<file path="config.mk">
export PLATFORM = sky130hd
export DESIGN_NAME = monitor_comparador
export DESIGN_NICKNAME = d
export VERILOG_FILES = /design/src/rtl/monitor_comparador_pkg.sv /design/src/rtl/monitor_comparador_sat_counter.sv /design/src/rtl/monitor_comparador.sv
export SDC_FILE = /design/constraint.sdc
export NUM_CORES = 1
export LEC_CHECK = 0
export BUFFER_PORTS_ARGS = -buffer_cell sky130_fd_sc_hd__buf_2
export CAP_MARGIN = 15
export CORE_MARGIN = 3
export CORE_UTILIZATION = 40
export CTS_CLUSTER_SIZE = 8
export DETAILED_ROUTE_END_ITERATION = 6
export HOLD_SLACK_MARGIN = 0.1
export PLACE_DENSITY = 0.62
export SYNTH_ARGS = -nofsm -noshare
export SYNTH_HDL_FRONTEND = slang
export SYNTH_SLANG_ARGS = --single-unit
</file>
<file path="constraint.sdc">
create_clock -name CLK -period 2.3 [get_ports CLK]
set_input_delay 0.23 -clock CLK [delete_from_list [all_inputs] [get_ports CLK]]
set_output_delay 0.23 -clock CLK [all_outputs]
set_load 0.005 [all_outputs]
</file>
<file path="src/rtl/monitor_comparador_pkg.sv">
// ============================================================================
// Module   : monitor_comparador_pkg
// Purpose  : Shared definitions for the comparator monitor: state encoding
//            and default widths of the compared data and of the counters.
// Ports    : none (package)
// Revision : 1.0 - initial release
// ============================================================================
`default_nettype none

package monitor_comparador_pkg;

    // Default widths: compared parallel data, comparison/cycle counters,
    // error counter.
    localparam int c_def_w  = 4;
    localparam int c_def_cw = 16;
    localparam int c_def_ew = 8;

    // Run-control states, encoded exactly as they appear on STATE.
    typedef enum logic [1:0] {
        ST_IDLE = 2'd0,
        ST_RUN  = 2'd1,
        ST_DONE = 2'd2,
        ST_FAIL = 2'd3
    } state_t;

endpackage : monitor_comparador_pkg

`default_nettype wire

</file>
<file path="src/rtl/monitor_comparador_sat_counter.sv">
// ============================================================================
// Module   : sat_counter
// Purpose  : Up-counter with synchronous clear and increment enable that
//            holds at all-ones instead of wrapping.
// Ports    : clk    in  1  clock
//            rst    in  1  synchronous active-high reset
//            i_clr  in  1  clear to zero (wins over increment)
//            i_inc  in  1  increment by one unless already all-ones
//            o_cnt  out N  current count
// Revision : 1.0 - initial release
// ============================================================================
`default_nettype none

module sat_counter #(
    parameter int N = 8
) (
    input  logic         clk,
    input  logic         rst,
    input  logic         i_clr,
    input  logic         i_inc,
    output logic [N-1:0] o_cnt
);

    logic [N-1:0] r_cnt_q;
    logic [N-1:0] w_cnt_d;

    always_comb begin
        w_cnt_d = r_cnt_q;
        if (i_clr) begin
            w_cnt_d = '0;
        end else if (i_inc && (r_cnt_q != {N{1'b1}})) begin
            w_cnt_d = r_cnt_q + N'(1);
        end
    end

    always_ff @(posedge clk) begin
        if (rst) begin
            r_cnt_q <= '0;
        end else begin
            r_cnt_q <= w_cnt_d;
        end
    end

    assign o_cnt = r_cnt_q;

endmodule : sat_counter

`default_nettype wire

</file>
<file path="src/rtl/monitor_comparador.sv">
// ============================================================================
// Module   : monitor_comparador
// Purpose  : Sequential checker comparing two shift-register models (parallel
//            QA/QB and serial SA/SB) on every enabled cycle. Counts samples
//            and mismatches, captures the first failing cycle and data, and
//            ends a run in DONE (pass/fail by error count) or FAIL once the
//            error count reaches MAX_ERR.
// Ports    : CLK        in   1   clock, rising edge
//            RESET      in   1   synchronous active-low reset
//            START      in   1   start/restart a run (highest priority)
//            STOP       in   1   end the run normally
//            ENB        in   1   sample qualifier
//            QA, QB     in   W   parallel outputs under comparison
//            SA, SB     in   1   serial outputs under comparison
//            Q_EQ, S_EQ out  1   equality of the last counted sample
//            CMP_CNT    out  CW  counted comparisons (saturating)
//            ERR_CNT    out  EW  mismatching samples
//            FIRST_CYC  out  CW  run cycle of the first mismatch
//            FIRST_QA/QB out W   data captured at the first mismatch
//            STICKY     out  1   a mismatch has occurred this run
//            DONE, PASS out  1   run finished / finished with no errors
//            STATE      out  2   IDLE=0 RUN=1 DONE=2 FAIL=3
// Revision : 1.0 - initial release
// ============================================================================
`default_nettype none

module monitor_comparador
    import monitor_comparador_pkg::*;
#(
    parameter int W       = c_def_w,
    parameter int CW      = c_def_cw,
    parameter int EW      = c_def_ew,
    parameter int MAX_ERR = 4,
    parameter int SKIP    = 1
) (
    input  logic          CLK,
    input  logic          RESET,
    input  logic          START,
    input  logic          STOP,
    input  logic          ENB,
    input  logic [W-1:0]  QA,
    input  logic [W-1:0]  QB,
    input  logic          SA,
    input  logic          SB,
    output logic          Q_EQ,
    output logic          S_EQ,
    output logic [CW-1:0] CMP_CNT,
    output logic [EW-1:0] ERR_CNT,
    output logic [CW-1:0] FIRST_CYC,
    output logic [W-1:0]  FIRST_QA,
    output logic [W-1:0]  FIRST_QB,
    output logic          STICKY,
    output logic          DONE,
    output logic          PASS,
    output logic [1:0]    STATE
);

    // Skip counter only needs to reach SKIP; keep at least one bit so a
    // SKIP of zero still elaborates (it then reads as "already skipped").
    localparam int                   c_skip_w  = (SKIP < 1) ? 1 : $clog2(SKIP + 1);
    localparam logic [c_skip_w-1:0]  c_skip    = c_skip_w'(SKIP);
    localparam logic [EW-1:0]        c_max_err = EW'(MAX_ERR);

    // ------------------------------------------------------------------
    // Registered state
    // ------------------------------------------------------------------
    state_t        r_state_q,     w_state_d;
    logic [EW-1:0] r_err_q,       w_err_d;
    logic          r_q_eq_q,      w_q_eq_d;
    logic          r_s_eq_q,      w_s_eq_d;
    logic          r_sticky_q,    w_sticky_d;
    logic [CW-1:0] r_first_cyc_q, w_first_cyc_d;
    logic [W-1:0]  r_first_qa_q,  w_first_qa_d;
    logic [W-1:0]  r_first_qb_q,  w_first_qb_d;

    // ------------------------------------------------------------------
    // Sample qualification and comparison
    // ------------------------------------------------------------------
    logic                w_rst;
    logic                w_in_run;
    logic                w_skip_done;
    logic                w_sample;
    logic                w_q_ne;
    logic                w_s_ne;
    logic                w_mismatch;
    logic [CW-1:0]       w_cmp_cnt;
    logic [CW-1:0]       w_cyc_cnt;
    logic [c_skip_w-1:0] w_skip_cnt;

    assign w_rst       = ~RESET;
    assign w_in_run    = (r_state_q == ST_RUN);
    assign w_skip_done = (w_skip_cnt >= c_skip);

    // START pre-empts everything in its cycle, so the sample is dropped.
    assign w_sample    = w_in_run & ENB & w_skip_done & ~START;

    // Case inequality: an X or Z on either model is reported as a mismatch
    // rather than silently comparing equal.
    assign w_q_ne      = (QA !== QB);
    assign w_s_ne      = (SA !== SB);
    assign w_mismatch  = w_sample & (w_q_ne | w_s_ne);

    // ------------------------------------------------------------------
    // Counters
    // ------------------------------------------------------------------
    sat_counter #(.N(CW)) u_cmp_cnt (
        .clk   (CLK),
        .rst   (w_rst),
        .i_clr (START),
        .i_inc (w_sample),
        .o_cnt (w_cmp_cnt)
    );

    // Cycles since RUN entry; ticks regardless of ENB.
    sat_counter #(.N(CW)) u_cyc_cnt (
        .clk   (CLK),
        .rst   (w_rst),
        .i_clr (START),
        .i_inc (w_in_run & ~START),
        .o_cnt (w_cyc_cnt)
    );

    // Enabled samples discarded while the register models fill.
    sat_counter #(.N(c_skip_w)) u_skip_cnt (
        .clk   (CLK),
        .rst   (w_rst),
        .i_clr (START),
        .i_inc (w_in_run & ENB & ~w_skip_done & ~START),
        .o_cnt (w_skip_cnt)
    );

    // ------------------------------------------------------------------
    // FSM, error counter, compare stage and first-failure capture
    // ------------------------------------------------------------------
    always_comb begin
        w_state_d     = r_state_q;
        w_err_d       = r_err_q;
        w_q_eq_d      = r_q_eq_q;
        w_s_eq_d      = r_s_eq_q;
        w_sticky_d    = r_sticky_q;
        w_first_cyc_d = r_first_cyc_q;
        w_first_qa_d  = r_first_qa_q;
        w_first_qb_d  = r_first_qb_q;

        if (START) begin
            w_state_d     = ST_RUN;
            w_err_d       = '0;
            w_q_eq_d      = 1'b1;
            w_s_eq_d      = 1'b1;
            w_sticky_d    = 1'b0;
            w_first_cyc_d = '0;
            w_first_qa_d  = '0;
            w_first_qb_d  = '0;
        end else begin
            case (r_state_q)
                ST_RUN: begin
                    if (w_sample) begin
                        w_q_eq_d = ~w_q_ne;
                        w_s_eq_d = ~w_s_ne;
                    end
                    if (w_mismatch) begin
                        if (r_err_q != {EW{1'b1}}) begin
                            w_err_d = r_err_q + EW'(1);
                        end
                        if (!r_sticky_q) begin
                            w_sticky_d    = 1'b1;
                            w_first_cyc_d = w_cyc_cnt;
                            w_first_qa_d  = QA;
                            w_first_qb_d  = QB;
                        end
                    end
                    // The sample is accounted for before STOP is honoured,
                    // so hitting the limit on the STOP cycle still fails.
                    if (w_mismatch && (w_err_d >= c_max_err)) begin
                        w_state_d = ST_FAIL;
                    end else if (STOP) begin
                        w_state_d = ST_DONE;
                    end
                end
                default: begin
                    // IDLE, DONE and FAIL hold everything until START.
                end
            endcase
        end
    end

    always_ff @(posedge CLK) begin
        if (!RESET) begin
            r_state_q     <= ST_IDLE;
            r_err_q       <= '0;
            r_q_eq_q      <= 1'b1;
            r_s_eq_q      <= 1'b1;
            r_sticky_q    <= 1'b0;
            r_first_cyc_q <= '0;
            r_first_qa_q  <= '0;
            r_first_qb_q  <= '0;
        end else begin
            r_state_q     <= w_state_d;
            r_err_q       <= w_err_d;
            r_q_eq_q      <= w_q_eq_d;
            r_s_eq_q      <= w_s_eq_d;
            r_sticky_q    <= w_sticky_d;
            r_first_cyc_q <= w_first_cyc_d;
            r_first_qa_q  <= w_first_qa_d;
            r_first_qb_q  <= w_first_qb_d;
        end
    end

    // ------------------------------------------------------------------
    // Outputs
    // ------------------------------------------------------------------
    assign Q_EQ      = r_q_eq_q;
    assign S_EQ      = r_s_eq_q;
    assign CMP_CNT   = w_cmp_cnt;
    assign ERR_CNT   = r_err_q;
    assign FIRST_CYC = r_first_cyc_q;
    assign FIRST_QA  = r_first_qa_q;
    assign FIRST_QB  = r_first_qb_q;
    assign STICKY    = r_sticky_q;
    assign DONE      = (r_state_q == ST_DONE) || (r_state_q == ST_FAIL);
    assign PASS      = DONE && (r_err_q == '0);
    assign STATE     = r_state_q;

endmodule : monitor_comparador

`default_nettype wire

</file>
==> results.sh <==
export IMPL_reg2reg_from="ERR_CNT[0]$_SDFFE_PP0N_"
export IMPL_drt_first_pass_iters=4
export IMPL_synth_warnings=0
export IMPL_wl_per_cell_um=13.6
export IMPL_root_buffer="clkbuf_8"
export IMPL_synthesis_nets=403
export IMPL_fill_cells=793
export IMPL_grt_pass1_vias=2677
export IMPL_r2r_setup_slack_ns=0.30
export IMPL_routed_via_density=5.27
export IMPL_ys_flop_type="dfxtp_1"
export IMPL_syn_avg_cell_area_um2=8.52
export IMPL_drt_drc_violations_left=0
export IMPL_syn_inst=384
export IMPL_setup_violations=0
export IMPL_total_power_w=0.00243
export IMPL_cp_end_kind="flip-flop"
export IMPL_cts_setup_buffers=0
export IMPL_core_um2=7850
export IMPL_combPwrFrac_pct=4.1
export IMPL_power_switching_w=0.000540
export IMPL_worst_pin_slew_ns=0.678
export IMPL_ys_seq_area_share_pct=42.8
export IMPL_track_usage_pct=17.1
export IMPL_antenna_left=0
export IMPL_skew_ns=0.0130
export IMPL_placementRows=32
export IMPL_power_leakage_nw=1.52
export IMPL_grt_remaining_overflow=0
export IMPL_io_buffers=69
export IMPL_die_area_um2=9300
export IMPL_switching_share_pct=22.2
export IMPL_path_cells="ha_1, or4b_1, or3_1, a32o_1, nand2_1, a31oi_1"
export IMPL_reg2reg_to="STATE[0]$_SDFFE_PN0P_"
export IMPL_area_growth_pct=21.0
export IMPL_vias=2964
export IMPL_start_util_pct=41.7
export IMPL_clockPowerShare_pct=45.8
export IMPL_clock_sinks=70
export IMPL_cts_tree="yes"
export IMPL_synth_edf_count=0
export IMPL_period_needed_ns=2.00
export IMPL_place_congestion=0.823
export IMPL_async_flop_share_pct=0
export IMPL_holdBufCountCts=1
export IMPL_nets=474
export IMPL_finalInstanceArea_um2=3960
export IMPL_grt_pass1_wl_mm=12.5
export IMPL_synth_area_um2=3270
export IMPL_power_density_nw_per_um2=614
export IMPL_whs_path_depth=3
export IMPL_final_period_utilization_pct=87.1
export IMPL_arrival_ns=2.21
export IMPL_dp_hpwl_mm=5.52
export IMPL_grt_antenna_before_repair=0
export IMPL_place_area_um2=3720
export IMPL_peakVddDrop_uv=347
export IMPL_num_antenna_cells=0
export IMPL_reg2regPathDepth=6
export IMPL_gr_usage_met3_pct=4.34
export IMPL_cp_slowest_stage_delay_ns=0.49
export IMPL_path_max_fanout=8
export IMPL_top_usage_layer="met2"
export IMPL_hp_start="QB[1]"
export IMPL_path_clk_slew_ns=0.08
export IMPL_final_max_slew_violation_count=0
export IMPL_p_seq_share_pct=50.1
export IMPL_drive_above_1_share_pct=24.3
export IMPL_cpMaxStageDelayCell="or4b_1"
export IMPL_fmax_mhz=499
export IMPL_holdPathEnd="FIRST_QB[1]$_SDFFE_PP0P_"
export IMPL_use_met2_pct=27.4
export IMPL_grt_max_degree=49
export IMPL_hold_viol=0
export IMPL_internal_power_w=0.00189
export IMPL_status="finished, final reports clean"
export IMPL_cts_inserted_buffers=9
export IMPL_pin_count=70
export IMPL_critPathKind="flip-flop to flip-flop"
export IMPL_wl_mm=7.66
export IMPL_ys_ff_latch=70
export IMPL_die_h_um=96.4
export IMPL_clk_path_buf_depth=2
export IMPL_fin_tns_setup_ns=0
export IMPL_clk_latency_ns=0.34
export IMPL_critPathLaunchType="flip-flop"
export IMPL_relSlewSlack_pct=54.7
export IMPL_drtIter0Drc=87
export IMPL_min_path_type="primary input to flip-flop"
export IMPL_grt_setup_unrepaired="no"
export IMPL_whs_ns=0.144
export IMPL_cap_viol_max_count=0
export IMPL_critPathRequiredTime_ns=2.51
export IMPL_grt_use_met1_pct=22.6
export IMPL_die_w_um=96.4
export IMPL_htreeDepth=3
export IMPL_cts_resized=0
export IMPL_yosysUniqueCellTypes=56
registers in the layout, summed over array words and instances (netlist names):
register	cells
S_EQ	1
u_cyc_cnt.o_cnt	16
Q_EQ	1
FIRST_QB	4
ERR_CNT	8
u_skip_cnt.o_cnt	1
u_cmp_cnt.o_cnt	16
FIRST_CYC	16
STATE	2
FIRST_QA	4
STICKY	1
how the worst max path moves through the flow:
stage,start,end,cells after the start
3_3_place_gp,ERR_CNT[1]$_SDFFE_PP0N_,STATE[0]$_SDFFE_PN0P_,6
4_1_cts,ERR_CNT[0]$_SDFFE_PP0N_,STATE[0]$_SDFFE_PN0P_,6
5_1_grt,STATE[1]$_SDFFE_PP0P_,u_cyc_cnt.o_cnt[10]$_SDFFE_PP0P_,4
3_5_place_dp,ERR_CNT[0]$_SDFFE_PP0N_,STATE[0]$_SDFFE_PN0P_,6
2_1_floorplan,ERR_CNT[0]$_SDFFE_PP0N_,STATE[1]$_SDFFE_PP0P_,5
6_report,ERR_CNT[0]$_SDFFE_PP0N_,STATE[0]$_SDFFE_PN0P_,6
placed cells by master (no fill, tap or decap), drive strengths merged, types with 2 or more instances in the layout:
master / Yosys / layout
bufinv: 0 / 2
nor3b: 2 / 2
clkinvlp: 0 / 2
and4: 6 / 6
nand3: 39 / 39
a21oi: 10 / 10
nor4b: 3 / 3
a31oi: 3 / 3
nor4: 8 / 8
nor3: 10 / 10
dfxtp: 70 / 70
o21ai: 37 / 37
or4: 3 / 3
xnor2: 19 / 19
and2: 6 / 6
nand2b: 2 / 2
ha: 4 / 4
xor2: 7 / 7
a311oi: 3 / 3
clkbuf: 11 / 10
nor2: 35 / 35
and3: 4 / 4
nand2: 44 / 44
buf: 8 / 78
nand4: 14 / 14
o211ai: 5 / 5
or3: 5 / 5
inv: 7 / 7
a211oi: 2 / 2
nor2b: 4 / 4
clkinv: 0 / 2
power by group through the flow:
| stage | logic (W) | clock network [W] | registers (W) |
|---|---|---|---|
| finish | 0.0000997 | 0.00111 | 0.00122 |
| global route | 0.000109 | 0.00119 | 0.00122 |
| CTS | 0.000100 | 0.00113 | 0.00122 |
| detailed placement | 0.0000983 | 0 | 0.00125 |
| global placement | 0.0000971 | 0 | 0.00125 |
| floorplan | 0.0000533 | 0 | 0.00125 |
metal layers:
metal | routed length [µm] | vias to the layer above
li1 | - | 1524
met1 | 3790 | 1369
met2 | 3450 | 65
met3 | 343 | 6
met4 | 75 | 0
met5 | 0 | -
cell type report:
cell class	count	area [µm²]	share of cell area, %
Clock buffer	10	138	3.48
Clock inverter	6	85.1	2.15
Timing Repair Buffer	79	423	10.7
Multi-Input combinational cell	288	1760	44.4
Tap cell	102	128	3.22
Sequential cell	70	1400	35.4
Inverter	7	26.3	0.664
synth_stat cells (2+ instances only):
cell | number | area, µm²
buf_2 | 3 | 15.0
nand4_1 | 13 | 81.3
xnor2_1 | 19 | 166
inv_1 | 7 | 26.3
o211ai_1 | 5 | 37.5
and3_1 | 4 | 25.0
nor3_1 | 9 | 45.0
and2_1 | 5 | 31.3
nand3_1 | 39 | 195
nand2_1 | 42 | 158
nor4b_2 | 2 | 30.0
dfxtp_1 | 70 | 1400
ha_1 | 4 | 50.1
nor2b_1 | 4 | 25.0
clkbuf_1 | 11 | 41.3
a21oi_1 | 9 | 45.0
or3_1 | 5 | 31.3
buf_6 | 2 | 22.5
nand2b_1 | 2 | 12.5
xor2_1 | 7 | 61.3
nor4_1 | 4 | 25.0
or4_1 | 2 | 15.0
buf_1 | 2 | 7.51
nor4_2 | 3 | 37.5
a311oi_1 | 3 | 26.3
o21ai_0 | 30 | 150
a211oi_1 | 2 | 15.0
and4_1 | 6 | 52.6
o21ai_1 | 7 | 35.0
nor2_1 | 35 | 131
a31oi_1 | 3 | 18.8
cell families (layout without fill, tap and decap cells):
logic type / after synthesis / after routing / share of synthesized area [%]
buffers and inverters: 26 / 102 / 3.67
AND/OR/NAND/NOR: 188 / 188 / 31.8
adder cells (fa/ha/maj): 4 / 4 / 1.53
XOR/XNOR: 26 / 26 / 6.96
AO/OA/AOI/OAI: 69 / 69 / 12.9
flip-flops: 70 / 70 / 42.8
multiplexers: 1 / 1 / 0.306
worst max-delay path: cells and delay by family (launching register included):
kind            cells  cell delay (ns)
fa+ha+maj           1             0.30
compound gates      2             0.32
simple gates        3             0.90
flops               1             0.35
through the flow:
step                      worst slack [ns]  util, %  instances
final                                0.297     50.4        562
after global routing                 0.163     50.4        562
after CTS                            0.303     50.4        562
after global placement               0.347     47.5        545
after detailed placement             0.336     47.5        545
after floorplan                      0.494        -        384
Power figures use the tool's default switching activity.
